===== config.mk =====
export PLATFORM = sky130hd
export DESIGN_NAME = lifo_stack_param_flat
export DESIGN_NICKNAME = d
export VERILOG_FILES = /design/src/rtl/lifo_stack_pkg.sv /design/src/rtl/lifo_stack_param_if.sv /design/src/rtl/lifo_stack_ram.sv /design/src/rtl/lifo_stack_param.sv /design/src/flat_wrapper.sv
export SDC_FILE = /design/constraint.sdc
export NUM_CORES = 1
export LEC_CHECK = 0
export CORE_MARGIN = 4
export CORE_UTILIZATION = 50
export CTS_CLUSTER_SIZE = 30
export DETAILED_ROUTE_END_ITERATION = 10
export DONT_BUFFER_PORTS = 1
export PLACE_DENSITY = 0.64
export SYNTH_ARGS = -nofsm -noshare
export SYNTH_HDL_FRONTEND = slang
export SYNTH_SLANG_ARGS = --single-unit

===== constraint.sdc =====
create_clock -name CLK -period 6.3 [get_ports CLK]
set_input_delay 1.26 -clock CLK [delete_from_list [all_inputs] [get_ports CLK]]
set_output_delay 1.26 -clock CLK [all_outputs]
set_load 0.03 [all_outputs]

===== src/rtl/lifo_stack_pkg.sv =====
// Shared types and helpers for the parametrised LIFO stack.
// Count width helper and op-decode enumeration used by RTL and bench.
package lifo_stack_pkg;

  localparam int DEPTH_DEFAULT = 16;

  function automatic int cnt_w(input int depth);
    return $clog2(depth + 1);
  endfunction

  localparam int CNT_W = cnt_w(DEPTH_DEFAULT);

  typedef enum logic [1:0] {
    OP_NONE    = 2'd0,
    OP_PUSH    = 2'd1,
    OP_POP     = 2'd2,
    OP_REPLACE = 2'd3
  } op_e;

  // Push+Pop on an empty stack degenerates to a plain push.
  function automatic op_e decode_op(input logic push, input logic pop, input logic empty);
    op_e op;
    op = OP_NONE;
    if (push && pop)  op = empty ? OP_PUSH : OP_REPLACE;
    else if (push)    op = OP_PUSH;
    else if (pop)     op = OP_POP;
    return op;
  endfunction

endpackage


===== src/rtl/lifo_stack_param_if.sv =====
// Request/response bundle of the LIFO stack; master drives requests,
// slave (the stack) drives top-of-stack, occupancy and flags.
interface lifo_stack_param_if
  import lifo_stack_pkg::*;
#(
  parameter int WIDTH = 8,
  parameter int DEPTH = 16
);

  localparam int CW = cnt_w(DEPTH);

  logic             Enable;
  logic             Push;
  logic             Pop;
  logic             ClrErr;
  logic [WIDTH-1:0] I;
  logic [WIDTH-1:0] O;
  logic [CW-1:0]    Count;
  logic             Empty;
  logic             Full;
  logic             AlmostFull;
  logic             Overflow;
  logic             Underflow;

  modport master (
    output Enable, Push, Pop, ClrErr, I,
    input  O, Count, Empty, Full, AlmostFull, Overflow, Underflow
  );

  modport slave (
    input  Enable, Push, Pop, ClrErr, I,
    output O, Count, Empty, Full, AlmostFull, Overflow, Underflow
  );

endinterface


===== src/rtl/lifo_stack_ram.sv =====
// DEPTH x WIDTH stack storage: one synchronous write port and two
// asynchronous read ports (used for the entries at sp-1 and sp-2).
module lifo_stack_ram #(
  parameter int WIDTH = 8,
  parameter int DEPTH = 16,
  parameter int AW    = $clog2(DEPTH)
) (
  input  logic             clk,
  input  logic             we,
  input  logic [AW-1:0]    waddr,
  input  logic [WIDTH-1:0] wdata,
  input  logic [AW-1:0]    raddr_a,
  output logic [WIDTH-1:0] rdata_a,
  input  logic [AW-1:0]    raddr_b,
  output logic [WIDTH-1:0] rdata_b
);

  logic [WIDTH-1:0] mem [DEPTH];

  always_ff @(posedge clk) begin
    if (we) mem[waddr] <= wdata;
  end

  // Pointer arithmetic below zero yields addresses past DEPTH for
  // non-power-of-2 depths; those reads are don't-care, return zero.
  assign rdata_a = (int'(raddr_a) < DEPTH) ? mem[raddr_a] : '0;
  assign rdata_b = (int'(raddr_b) < DEPTH) ? mem[raddr_b] : '0;

endmodule


===== src/rtl/lifo_stack_param.sv =====
// Parametrised LIFO stack with registered top-of-stack and occupancy flags.
// Optional sticky Overflow/Underflow registers built when LIFO_STACK_ERR_EN is defined.
module lifo_stack_param
  import lifo_stack_pkg::*;
#(
  parameter int WIDTH    = 8,
  parameter int DEPTH    = 16,
  parameter int AF_LEVEL = DEPTH - 1
) (
  input logic               CLK,
  input logic               Reset_n,
  lifo_stack_param_if.slave s
);

  localparam int CW = cnt_w(DEPTH);
  localparam int AW = $clog2(DEPTH);
  localparam logic [CW-1:0] SP_FULL = CW'(DEPTH);
  localparam logic [CW-1:0] SP_AF   = CW'(AF_LEVEL);
  localparam logic [CW-1:0] SP_ONE  = CW'(1);
  localparam logic [CW-1:0] SP_TWO  = CW'(2);

  logic [CW-1:0]    sp, sp_nxt, sp_m1, sp_m2, wptr;
  logic [WIDTH-1:0] o_q, o_nxt, rd_a, rd_b;
  logic             empty, full, we_req, ovf_set, unf_set;
  op_e              op;

  assign empty = (sp == '0);
  assign full  = (sp == SP_FULL);
  assign sp_m1 = sp - SP_ONE;
  assign sp_m2 = sp - SP_TWO;
  assign op    = decode_op(s.Push, s.Pop, empty);

  always_comb begin
    sp_nxt  = sp;
    o_nxt   = o_q;
    we_req  = 1'b0;
    wptr    = sp;
    ovf_set = 1'b0;
    unf_set = 1'b0;
    case (op)
      OP_PUSH: begin
        if (full) begin
          ovf_set = 1'b1;
        end else begin
          we_req = 1'b1;
          sp_nxt = sp + SP_ONE;
          o_nxt  = s.I;
        end
      end
      OP_POP: begin
        if (empty) begin
          unf_set = 1'b1;
        end else begin
          sp_nxt = sp_m1;
          o_nxt  = (sp >= SP_TWO) ? rd_b : '0;
        end
      end
      OP_REPLACE: begin
        we_req = 1'b1;
        wptr   = sp_m1;
        o_nxt  = s.I;
      end
      default: ;
    endcase
  end

  always_ff @(posedge CLK or negedge Reset_n) begin
    if (!Reset_n) begin
      sp  <= '0;
      o_q <= '0;
    end else if (s.Enable) begin
      sp  <= sp_nxt;
      o_q <= o_nxt;
    end
  end

  lifo_stack_ram #(
    .WIDTH (WIDTH),
    .DEPTH (DEPTH),
    .AW    (AW)
  ) u_ram (
    .clk     (CLK),
    .we      (s.Enable & we_req),
    .waddr   (wptr[AW-1:0]),
    .wdata   (s.I),
    .raddr_a (sp_m1[AW-1:0]),
    .rdata_a (rd_a),
    .raddr_b (sp_m2[AW-1:0]),
    .rdata_b (rd_b)
  );

  assign s.O          = o_q;
  assign s.Count      = sp;
  assign s.Empty      = empty;
  assign s.Full       = full;
  assign s.AlmostFull = (sp >= SP_AF);

`ifdef LIFO_STACK_ERR_EN
  logic ovf_q, unf_q;

  // A fresh error on the clearing edge takes priority over ClrErr.
  always_ff @(posedge CLK or negedge Reset_n) begin
    if (!Reset_n) begin
      ovf_q <= 1'b0;
      unf_q <= 1'b0;
    end else if (s.Enable) begin
      if (ovf_set)       ovf_q <= 1'b1;
      else if (s.ClrErr) ovf_q <= 1'b0;
      if (unf_set)       unf_q <= 1'b1;
      else if (s.ClrErr) unf_q <= 1'b0;
    end
  end

  assign s.Overflow  = ovf_q;
  assign s.Underflow = unf_q;

  logic unused_rd;
  assign unused_rd = ^rd_a;
`else
  assign s.Overflow  = 1'b0;
  assign s.Underflow = 1'b0;

  logic unused_err;
  assign unused_err = ^{rd_a, s.ClrErr, ovf_set, unf_set};
`endif

endmodule

===== src/flat_wrapper.sv =====
// flat-port wrapper written by rule: the top's interface ports become plain ports
module lifo_stack_param_flat import lifo_stack_pkg::*;
#(
  parameter int WIDTH    = 8,
  parameter int DEPTH    = 16,
  parameter int AF_LEVEL = DEPTH - 1
)
  (CLK, Reset_n, s_Enable, s_Push, s_Pop, s_ClrErr, s_I, s_O, s_Count, s_Empty, s_Full, s_AlmostFull, s_Overflow, s_Underflow);
  lifo_stack_param_if #(.WIDTH(WIDTH), .DEPTH(DEPTH)) s_i ();
  input logic CLK;
  input logic Reset_n;
  input wire logic [$bits(s_i.Enable)-1:0] s_Enable;
  input wire logic [$bits(s_i.Push)-1:0] s_Push;
  input wire logic [$bits(s_i.Pop)-1:0] s_Pop;
  input wire logic [$bits(s_i.ClrErr)-1:0] s_ClrErr;
  input wire logic [$bits(s_i.I)-1:0] s_I;
  output wire logic [$bits(s_i.O)-1:0] s_O;
  output wire logic [$bits(s_i.Count)-1:0] s_Count;
  output wire logic [$bits(s_i.Empty)-1:0] s_Empty;
  output wire logic [$bits(s_i.Full)-1:0] s_Full;
  output wire logic [$bits(s_i.AlmostFull)-1:0] s_AlmostFull;
  output wire logic [$bits(s_i.Overflow)-1:0] s_Overflow;
  output wire logic [$bits(s_i.Underflow)-1:0] s_Underflow;
  assign s_i.Enable = s_Enable;
  assign s_i.Push = s_Push;
  assign s_i.Pop = s_Pop;
  assign s_i.ClrErr = s_ClrErr;
  assign s_i.I = s_I;
  assign s_O = s_i.O;
  assign s_Count = s_i.Count;
  assign s_Empty = s_i.Empty;
  assign s_Full = s_i.Full;
  assign s_AlmostFull = s_i.AlmostFull;
  assign s_Overflow = s_i.Overflow;
  assign s_Underflow = s_i.Underflow;
  lifo_stack_param #(.WIDTH(WIDTH), .DEPTH(DEPTH), .AF_LEVEL(AF_LEVEL)) u_core (.CLK(CLK), .Reset_n(Reset_n), .s(s_i));
endmodule

Yosys cells after proc, flatten, opt, wreduce, memory -nomap -nowiden
Memories as Yosys holds them, arrays and structs flattened. Cells that the tools add are included.

Add/sub/neg operators: 3. Order comparisons: 2. Eq/ne operators: 6. Multiplexer cells: 16. Bitwise operators: 1. Reduce and logical (&&, ||, !) cells: 6.

Operators with widths (number): 2-to-1 mux 8 bit (3); case mux 8 bit (3 select lines) (1); 2-to-1 mux 5 bit (2); case mux 5 bit (2 select lines) (1); 2-to-1 mux 2 bit (4); AND reduction 4 bit (2); adder 5 x 1 -> 5 bit (second input constant) (1); == test 5 bit (second input constant) (1); greater-or-equal comparator 5 x 2 -> 1 bit (second input constant) (1); greater-or-equal comparator 5 x 4 -> 1 bit (second input constant) (1); zero test 5 bit (1); subtractor 5 x 1 -> 5 bit (second input constant) (1); == test 2 bit (second input constant) (2); 2-to-1 mux 4 bit (1); inequality test 2 bit (second input constant) (2); subtractor 4 x 2 -> 4 bit (second input constant) (1); 2-to-1 mux 1 bit (3); nonzero test 3 bit (1); == test 2 x 1 -> 1 bit (second input constant) (1); case mux 1 bit (2 select lines) (1); nonzero test 2 bit (1); bitwise AND 1 bit (1); logical AND 1 bit (1).

Bits in registers: 13. RAM bits: 128. Input port bits: 14. Output and inout bits: 18. Word-level logic and storage cells: 37. Memories: 1.

Memory list: u_core.u_ram.mem (words 16, width 8, rd ports 1, clocked after memory_dff 0, wr ports 1, RTL line lifo_stack_ram.sv:18) `logic [WIDTH-1:0] mem [DEPTH];`.

Depth between registers and ports, before layout
Gate-level depths: netlist of the first run.

Depth in word-level cells: 8. Depth in mapped cells: 11. Depth with buffers taken out: 7.

Modules after synthesis
A second synthesis of the first run with hierarchy kept.

Cell total of the unflattened synthesis: 399. Area, all modules: 7129.3 um2.

Modules (own cells, without submodules): lifo_stack_ram (instances 1, cells each 291, area each 6025.8 um2, sequential area each 3843.7 um2); lifo_stack_param (instances 1, cells each 108, area each 1103.6 um2, sequential area each 325.3 um2).

Worst setup path after synthesis of the first run
No wires, ideal clock.

Path type: register -> output. Start point: register u_core.sp[1], in the netlist u_core.s.Count[1]. End point: output s_Full. Arrival time: 2.368 ns. Required time: 5.040 ns. Setup slack: 2.672 ns. Cell stages (with the launch flop): 8. Buffers on the path: 3. Cell sequence: dfrtp_1 > buf_2 > inv_1 > clkbuf_1 > ha_1 > or3b_1 > clkbuf_1 > nor2_1.

Cells in the longest elaborated chain, start to end: 1.

Ends and longest elaborated chain: start: declaration (RTL line lifo_stack_param.sv:22) `logic [CW-1:0] sp, sp_nxt, sp_m1, sp_m2, wptr;`; start signal: assignment (RTL line lifo_stack_param.sv:72) `sp <= sp_nxt;`; == test 5 bit (RTL line lifo_stack_param.sv:28) `assign full = (sp == SP_FULL);`; end: declaration (RTL line flat_wrapper.sv:20) `output wire logic [$bits(s_i.Full)-1:0] s_Full;`.

Every way passes these cells.

Worst setup path in the final report of the first run
Start point: register u_core.sp[0], in the netlist u_core.s.Count[0]. End point: output s_Full.

The elaborated chain is that of the path after synthesis.

==> impl_results.md, run 1 <==
- Overall Power: 3.23 mW
- Yosys reg bits: 141
- DR vias/cell: 5.99
- Fraction of layout cells with a size suffix above 1: 0.156
- Post-CTS Resized: 0
- Residual DRC count: 0
- EDFF count, synth: 128
- Reg clk slew, reported paths: about 0.060 ns
- Skew final: 0.00853 ns
- Final Cell Area: 6680 um2
- Sequential area share after synthesis: 0.693
- Port-buffer cells: 0
- Worst skew pair latency: 0.42 ns
- Pwr dens: 484 nW/um2
- Die area: roughly 14000 um2
- CP endpoint kind: output pin
- Clock Power Share: 0.302
- Initial core utilization: 0.518
- FMAX: 241 MHz
- Routed via count: about 3200
- Routability cong.: roughly 0.85
- Routed Antenna Nets: 0
- Core ar.: 11600 um2
- Initial DRC count: 300
- Ant diodes: 0
- Primary FF master, synth: edfxtp_1
- Shortest period the worst path allows: between 4 and 5 ns
- Asr flop ratio synth: 0.0922
- GRT overflow: 0
- Worst Path Required: 5.04 ns
- CTS Hold Bufs: 0
- Crit path kind: reg -> out
- Synth area leaders: edfxtp_1 (64%), mux4_2 (7.9%), dfrtp_1 (5.4%)
- Area share of the largest cell type after synthesis: 0.639
- Hold Vio Cnt, Final: 0
- Vias in the first global route: 3388
- Synth unique cells: 47
- RSZ-0062 raised after global routing: false
- Combinational share of power: 0.317
- Root Driver: clkbuf_16
- Drt total wl: 12600 um
- Psw: roughly 1.1 mW
- Die Y: 118 um
- Crit path DAT: 2.90 ns
- Critical path peak fanout: 31
- Cells after Synth: between 300 and 400
- Ports: 32
- Largest net degree at the start of global routing: 41
- Syn Area/Cell: ~16 um2
- Total clock sinks: 141
- P_leak: 2.26 nW
- CP peak stage delay: 0.58 ns
- Status: finished, final reports clean
- Wire length per cell: 23.2 um
- Worst-path cell with the longest stage delay: inv_1
- P_int: 2.12 mW
- Pre-CTS WS: approximately 2.6 ns
- Synthesis-to-layout area growth: 11.1%
- # nets final: 407
- Worst Max-Slew Pin Slew: 1.03 ns
- Initial antenna violation count: 0
- Maxcap violations: 0
- # Post-CTS Setup Buffers: 0
- Synth Cell Area: 6020 um2
- Placed cell area: 6100 um2
- Hold Path Class: in -> async
- All-layer global routing usage: 0.193
- Global-route wire length before repair: 19700 um
- DPL Wire Length: 7760 um
- Filler-free cell count of the finished design: 541
- Sequential Power Share: 0.381
- Inst Count DP: 509
- Setup-failing EPs final: 0
- Post-route worst setup slack: 2.14 ns
- Fin Setup TNS: 0 ns
- Slew Limit Fails: 0
- Startpoint types: flop
- CTS Buffer Depth: 2
- Die Wd: 118 um
- Area leader, netlist: edfxtp_1
- CTS tree: yes
- Warnings, synthesis: 0
- Rows: 39
- CTS buffer count: 17
- Tcrit/Tclk final: 0.660
- Slew headroom: 0.311
- H-Tree Depth: 4
- Sw Ratio: 0.344
- Critical-path cell list: buf_4, inv_1, ha_1, or3b_1, nor2_1
- Fillers: 880
- TritonRoute pass-1 iters: 4
- Maximum vdd drop: 0.212 mV
-- state kept, by name, indices dropped and copies added, names as in the netlist --
signal            cells
u_core.s.Count        5
u_core.u_ram.mem    128
u_core.s.O            8
-- metrics by stage --
stage	hold WS [ns]	util
after floorplan	0.578	-
after global placement	0.595	0.525
after detailed placement	0.604	0.525
after CTS	0.516	0.576
after global routing	0.510	0.576
final	0.534	0.576
-- power groups by stage --
stage | Combinational [mW] | Sequential [mW] | Clock [mW]
5_1_grt | 1.12 | 1.24 | 1.03
4_1_cts | 1.04 | 1.23 | 0.986
3_5_place_dp | 1.03 | 1.25 | 0
2_1_floorplan | 0.802 | 1.24 | 0
6_report | 1.02 | 1.23 | 0.975
3_3_place_gp | 1.02 | 1.25 | 0
-- path summary, 6_finish.rpt --
path | start | to | slack (ns) | cells after the start
min in group CLK | u_core.u_ram.mem[2][6]$_DFFE_PP_ | u_core.s.O[6]$_DFFE_PN0P_ | 0.64 | 2
max in group asynchronous | Reset_n | u_core.s.Count[1]$_DFFE_PN0P_ | 5.68 | 0
worst min-delay path | Reset_n | u_core.s.Count[3]$_DFFE_PN0P_ | 0.53 | 0
worst max-delay path | u_core.s.Count[0]$_DFFE_PN0P_ | s_Full | 2.14 | 5
worst min register to register | u_core.u_ram.mem[2][6]$_DFFE_PP_ | u_core.s.O[6]$_DFFE_PN0P_ | 0.64 | 2
worst max register to register | u_core.s.Count[0]$_DFFE_PN0P_ | u_core.u_ram.mem[2][6]$_DFFE_PP_ | 2.55 | 8
-- area by class of cell --
type                       count  area, um2  area share
multi-input combinational    210       1680       0.252
timing repair buffer           2       15.0     0.00225
inverter                      13       48.8     0.00730
clock buffer                  21        470      0.0704
sequential                   141       4170       0.624
tap                          143        179      0.0268
clock inverter                11        118      0.0176
-- cells in the mapped netlist, drive strengths merged, types with 2 or more instances --
library cell	instances
a211oi	5
a21oi	9
a22oi	5
a31oi	13
buf	14
clkbuf	8
dfrtp	13
edfxtp	128
ha	8
inv	13
mux2i	16
mux4	21
nand2	41
nand3	4
nor2	27
nor2b	2
nor3	8
o211ai	3
o21a	8
o21ai	6
o22ai	6
o311ai	6
o31ai	2
xnor2	4
-- per-layer routing --
metal / GRT usage / part of all wire / up-vias
met4: 0.0791 / 0.017 / 0
met3: 0.0562 / 0.074 / 16
li1: - / - / 1501
met1: 0.268 / 0.43 / 1620
met5: 0 / 0 / -
met2: 0.288 / 0.48 / 103
-- logic make-up after synthesis --
| kind of cell | count (synthesis) | synth area share |
|---|---|---|
| AOI/OAI and AO/OA | 69 | 0.0819 |
| and+or+nand+nor | 89 | 0.0670 |
| buffers and inverters | 35 | 0.0283 |
| DFF | 141 | 0.693 |
| xor gates and xnor gates | 5 | 0.00728 |
| other | 1 | 0.000623 |
| adders and majority gates | 8 | 0.0166 |
| muxes | 37 | 0.105 |
-- placed cells by master (no fill, tap or decap), types with 5 or more instances in the layout --
cell type | netlist | routed
o22ai_1 | 6 | 6
o21ai_0 | 5 | 5
nand2_1 | 41 | 41
a31oi_1 | 12 | 12
nor2_1 | 26 | 26
mux2i_1 | 16 | 16
mux4_2 | 21 | 21
a22oi_1 | 5 | 5
a211oi_1 | 5 | 5
edfxtp_1 | 128 | 128
o21a_1 | 8 | 8
inv_1 | 13 | 13
ha_1 | 8 | 7
nor3_1 | 8 | 8
a21oi_1 | 8 | 8
o311ai_1 | 6 | 6
dfrtp_1 | 13 | 12
clkbuf_16 | 0 | 17
-- critical path, delay by kind of cell (launching register included) --
| family | cells | cell delay [ns] |
|---|---|---|
| flip-flops | 1 | 0.35 |
| adder cells (fa/ha/maj) | 1 | 0.30 |
| buffers and inverters | 2 | 0.84 |
| AND/OR/NAND/NOR | 2 | 0.97 |
No activity file was read; power rests on OpenSTA's default activity.
==> run 2: changes to the inputs <==
==> constraint.sdc (replaced) <==
create_clock -name CLK -period 4.1 [get_ports CLK]
set_input_delay 0.82 -clock CLK [delete_from_list [all_inputs] [get_ports CLK]]
set_output_delay 0.82 -clock CLK [all_outputs]
set_load 0.03 [all_outputs]
==> run 2 against run 1 <==
  * First-iteration DRC count down 6.7%
  * Total power up 57%
  * Flip-flop and latch count unchanged
  * Utilization up 0.60 points
  * Combinational power up 57%
  * Via count up 2.7%
  * Global-route usage down 0.28 points
  * Register-to-register slack worse by 1.4 ns
  * Sequential power up 55%
  * Final cell count up 1.1%
  * Largest power group unchanged
==> impl_results.md, run 2 (synthesis results as in run 1) <==
- Final Cell Area: 6750 um2 (was 6680 um2)
- Ant diodes: 0 (unchanged)
- Skew final: 0.00898 ns (was 0.00853 ns)
- Shortest period the worst path allows: ~3.1 ns
- Placed cell area: 6140 um2 (was 6100 um2)
- Die Wd: 118 um (unchanged)
- Maxcap violations: 0 (unchanged)
- Die area: 13900 um2 (unchanged)
- Ports: 32 (unchanged)
- Routability cong.: 0.850 (was 0.846)
- CTS buffer count: 17 (unchanged)
- Worst-path cell with the longest stage delay: dfrtp_1 (was inv_1)
- Hold Path Class: in -> async (unchanged)
- Critical path peak fanout: 29 (was 31)
- Worst Path Required: 3.28 ns (was 5.04 ns)
- TritonRoute pass-1 iters: 5 (was 4)
- H-Tree Depth: 4 (unchanged)
- Commonest non-fill, non-tap cells in the layout: edfxtp_1 (128), nand2_1 (41), nor2_1 (26) (unchanged)
- Worst Max-Slew Pin Slew: 0.804 ns (was 1.03 ns)
- Drt total wl: 12700 um (was 12600 um)
- DPL Wire Length: 7950 um (was 7760 um)
- Reg2reg end: u_core.u_ram.mem[15][5]$_DFFE_PP_ (was u_core.u_ram.mem[2][6]$_DFFE_PP_)
- Core ar.: 11600 um2 (unchanged)
- DR vias/cell: 6.08 (was 5.99)
- Maximum vdd drop: 0.288 mV (was 0.212 mV)
- Slew headroom: 0.462 (was 0.311)
- Post-CTS Resized: 0 (unchanged)
- Worst skew pair latency: 0.41 ns (was 0.42 ns)
- Reg clk slew, reported paths: 0.06 ns (about the same)
- Worst Setup SP: u_core.s.Count[0]$_DFFE_PN0P_ (unchanged)
- CP most frequent cell: ha_1
- CTS Hold Bufs: 0 (unchanged)
- Hold Vio Cnt, Final: 0 (unchanged)
- Wire length per cell: 23.2 um (about the same)
- Pwr dens: 750 nW/um2 (was 484 nW/um2)
- Routed via count: 3328 (was 3240)
- Fillers: 889 (was 880)
- # nets final: 413 (was 407)
- Initial core utilization: 0.518 (unchanged)
- Pre-CTS WS: 1.09 ns (was 2.57 ns)
- Vias in the first global route: 3451 (was 3388)
- Residual DRC count: 0 (unchanged)
- Root Driver: clkbuf_16 (unchanged)
- Fin Setup TNS: 0 ns (unchanged)
- Initial antenna violation count: 0 (unchanged)
- Post-route worst setup slack: 0.989 ns (was 2.14 ns)
- Startpoint types: flop (unchanged)
- All-layer global routing usage: 0.190 (was 0.193)
- P_leak: 2.30 nW (was 2.26 nW)
- CP peak stage delay: 0.50 ns (was 0.58 ns)
- Crit path kind: reg -> out (unchanged)
- Commonest non-fill, non-tap cell in the layout: edfxtp_1 (unchanged)
- Fraction of layout cells with a size suffix above 1: 0.173 (was 0.156)
- Worst Path Buf+Inv: 1 (was 2)
- Biggest register: u_core.u_ram.mem (unchanged)
- Critical Path End: s_AlmostFull (was s_Full)
- # Post-CTS Setup Buffers: 0 (unchanged)
- Register-to-register setup slack: 1.10 ns (was 2.55 ns)
- Crit path DAT: 2.29 ns (was 2.90 ns)
- Status: finished, final reports clean (unchanged)
- RSZ-0062 raised after global routing: false (unchanged)
- CTS tree: yes (unchanged)
- Tcrit/Tclk final: 0.759
- Crit path max-delay family: flip-flops (was simple AND/OR/NAND/NOR gates)
- Largest net degree at the start of global routing: 41 (unchanged)
- Global-route wire length before repair: 19700 um (about the same)
- Critical-path cell list: buf_4, ha_1, and3_1, ha_1, a311o_1 (was buf_4, inv_1, ha_1, or3b_1, nor2_1)
- Die Y: 118 um (unchanged)
- WP depth: 5 (unchanged)
- Largest register FFs: 128 (unchanged)
- Routed Antenna Nets: 0 (unchanged)
- Total clock sinks: 141 (unchanged)
- CTS Buffer Depth: 2 (unchanged)
- Slew Limit Fails: 0 (unchanged)
- GRT overflow: 0 (unchanged)
- FMAX: between 300 and 400 MHz
- Setup-failing EPs final: 0 (unchanged)
- Reg2Reg Depth: 7 (was 8)
- Port-buffer cells: 0 (unchanged)
- Rows: 39 (unchanged)
- RR Startpoint: u_core.s.Count[2]$_DFFE_PN0P_ (was u_core.s.Count[0]$_DFFE_PN0P_)
- CP endpoint kind: output pin (unchanged)
- Synthesis-to-layout area growth: 12.3% (was 11.1%)
- Initial DRC count: 280 (was 300)
run 2: changes by cell type in the layout (fill, tap and decap cells not counted), sizes merged:
cell      before  now
buf            2    8
clkinvlp       4    3
inv           13   17
bufinv         2    3
clkbuf        21   17
run 2: area by class of cell:
| cell class | instances | area, um2 | share of cell area |
|---|---|---|---|
| Clock inverter | 15 | 188 | 0.0278 |
| Sequential cell | 141 | 4170 | 0.617 |
| Multi-Input combinational cell | 210 | 1680 | 0.249 |
| Clock buffer | 17 | 425 | 0.0630 |
| Tap cell | 143 | 179 | 0.0265 |
| Inverter | 13 | 48.8 | 0.00722 |
| Timing Repair Buffer | 8 | 60.1 | 0.00889 |
run 2: worst min path at each step:
stage,from,endpoint
after detailed placement,Reset_n,u_core.s.Count[2]$_DFFE_PN0P_
after CTS,Reset_n,u_core.s.O[3]$_DFFE_PN0P_
final,Reset_n,u_core.s.O[3]$_DFFE_PN0P_
after global routing,Reset_n,u_core.s.Count[4]$_DFFE_PN0P_
after floorplan,Reset_n,u_core.s.Count[0]$_DFFE_PN0P_
after global placement,Reset_n,u_core.s.Count[2]$_DFFE_PN0P_
run 2: routing by layer:
metal,part of all wire,global-route usage,vias up
met5,0,0,-
met4,0.020,0.0674,0
met3,0.073,0.0577,17
met2,0.47,0.296,124
met1,0.44,0.256,1674
li1,-,-,1513
run 2: metrics by stage:
step / hold slack, ns / std cells / power [mW] / utilization
floorplan: 0.524 / 386 / 3.14 / -
global placement: 0.525 / 515 / 3.51 / 0.529
detailed placement: 0.525 / 515 / 3.54 / 0.529
CTS: 0.0805 / 547 / 5.10 / 0.582
global route: 0.0722 / 547 / 5.31 / 0.582
finish: 0.0978 / 547 / 5.07 / 0.582
run 2: where the power goes:
part	leakage, nW	switching (mW)	total, mW	internal, mW
combinational	0.700	0.965	1.60	0.631
sequential	1.31	0.205	1.91	1.70
clock	0.291	0.594	1.56	0.966
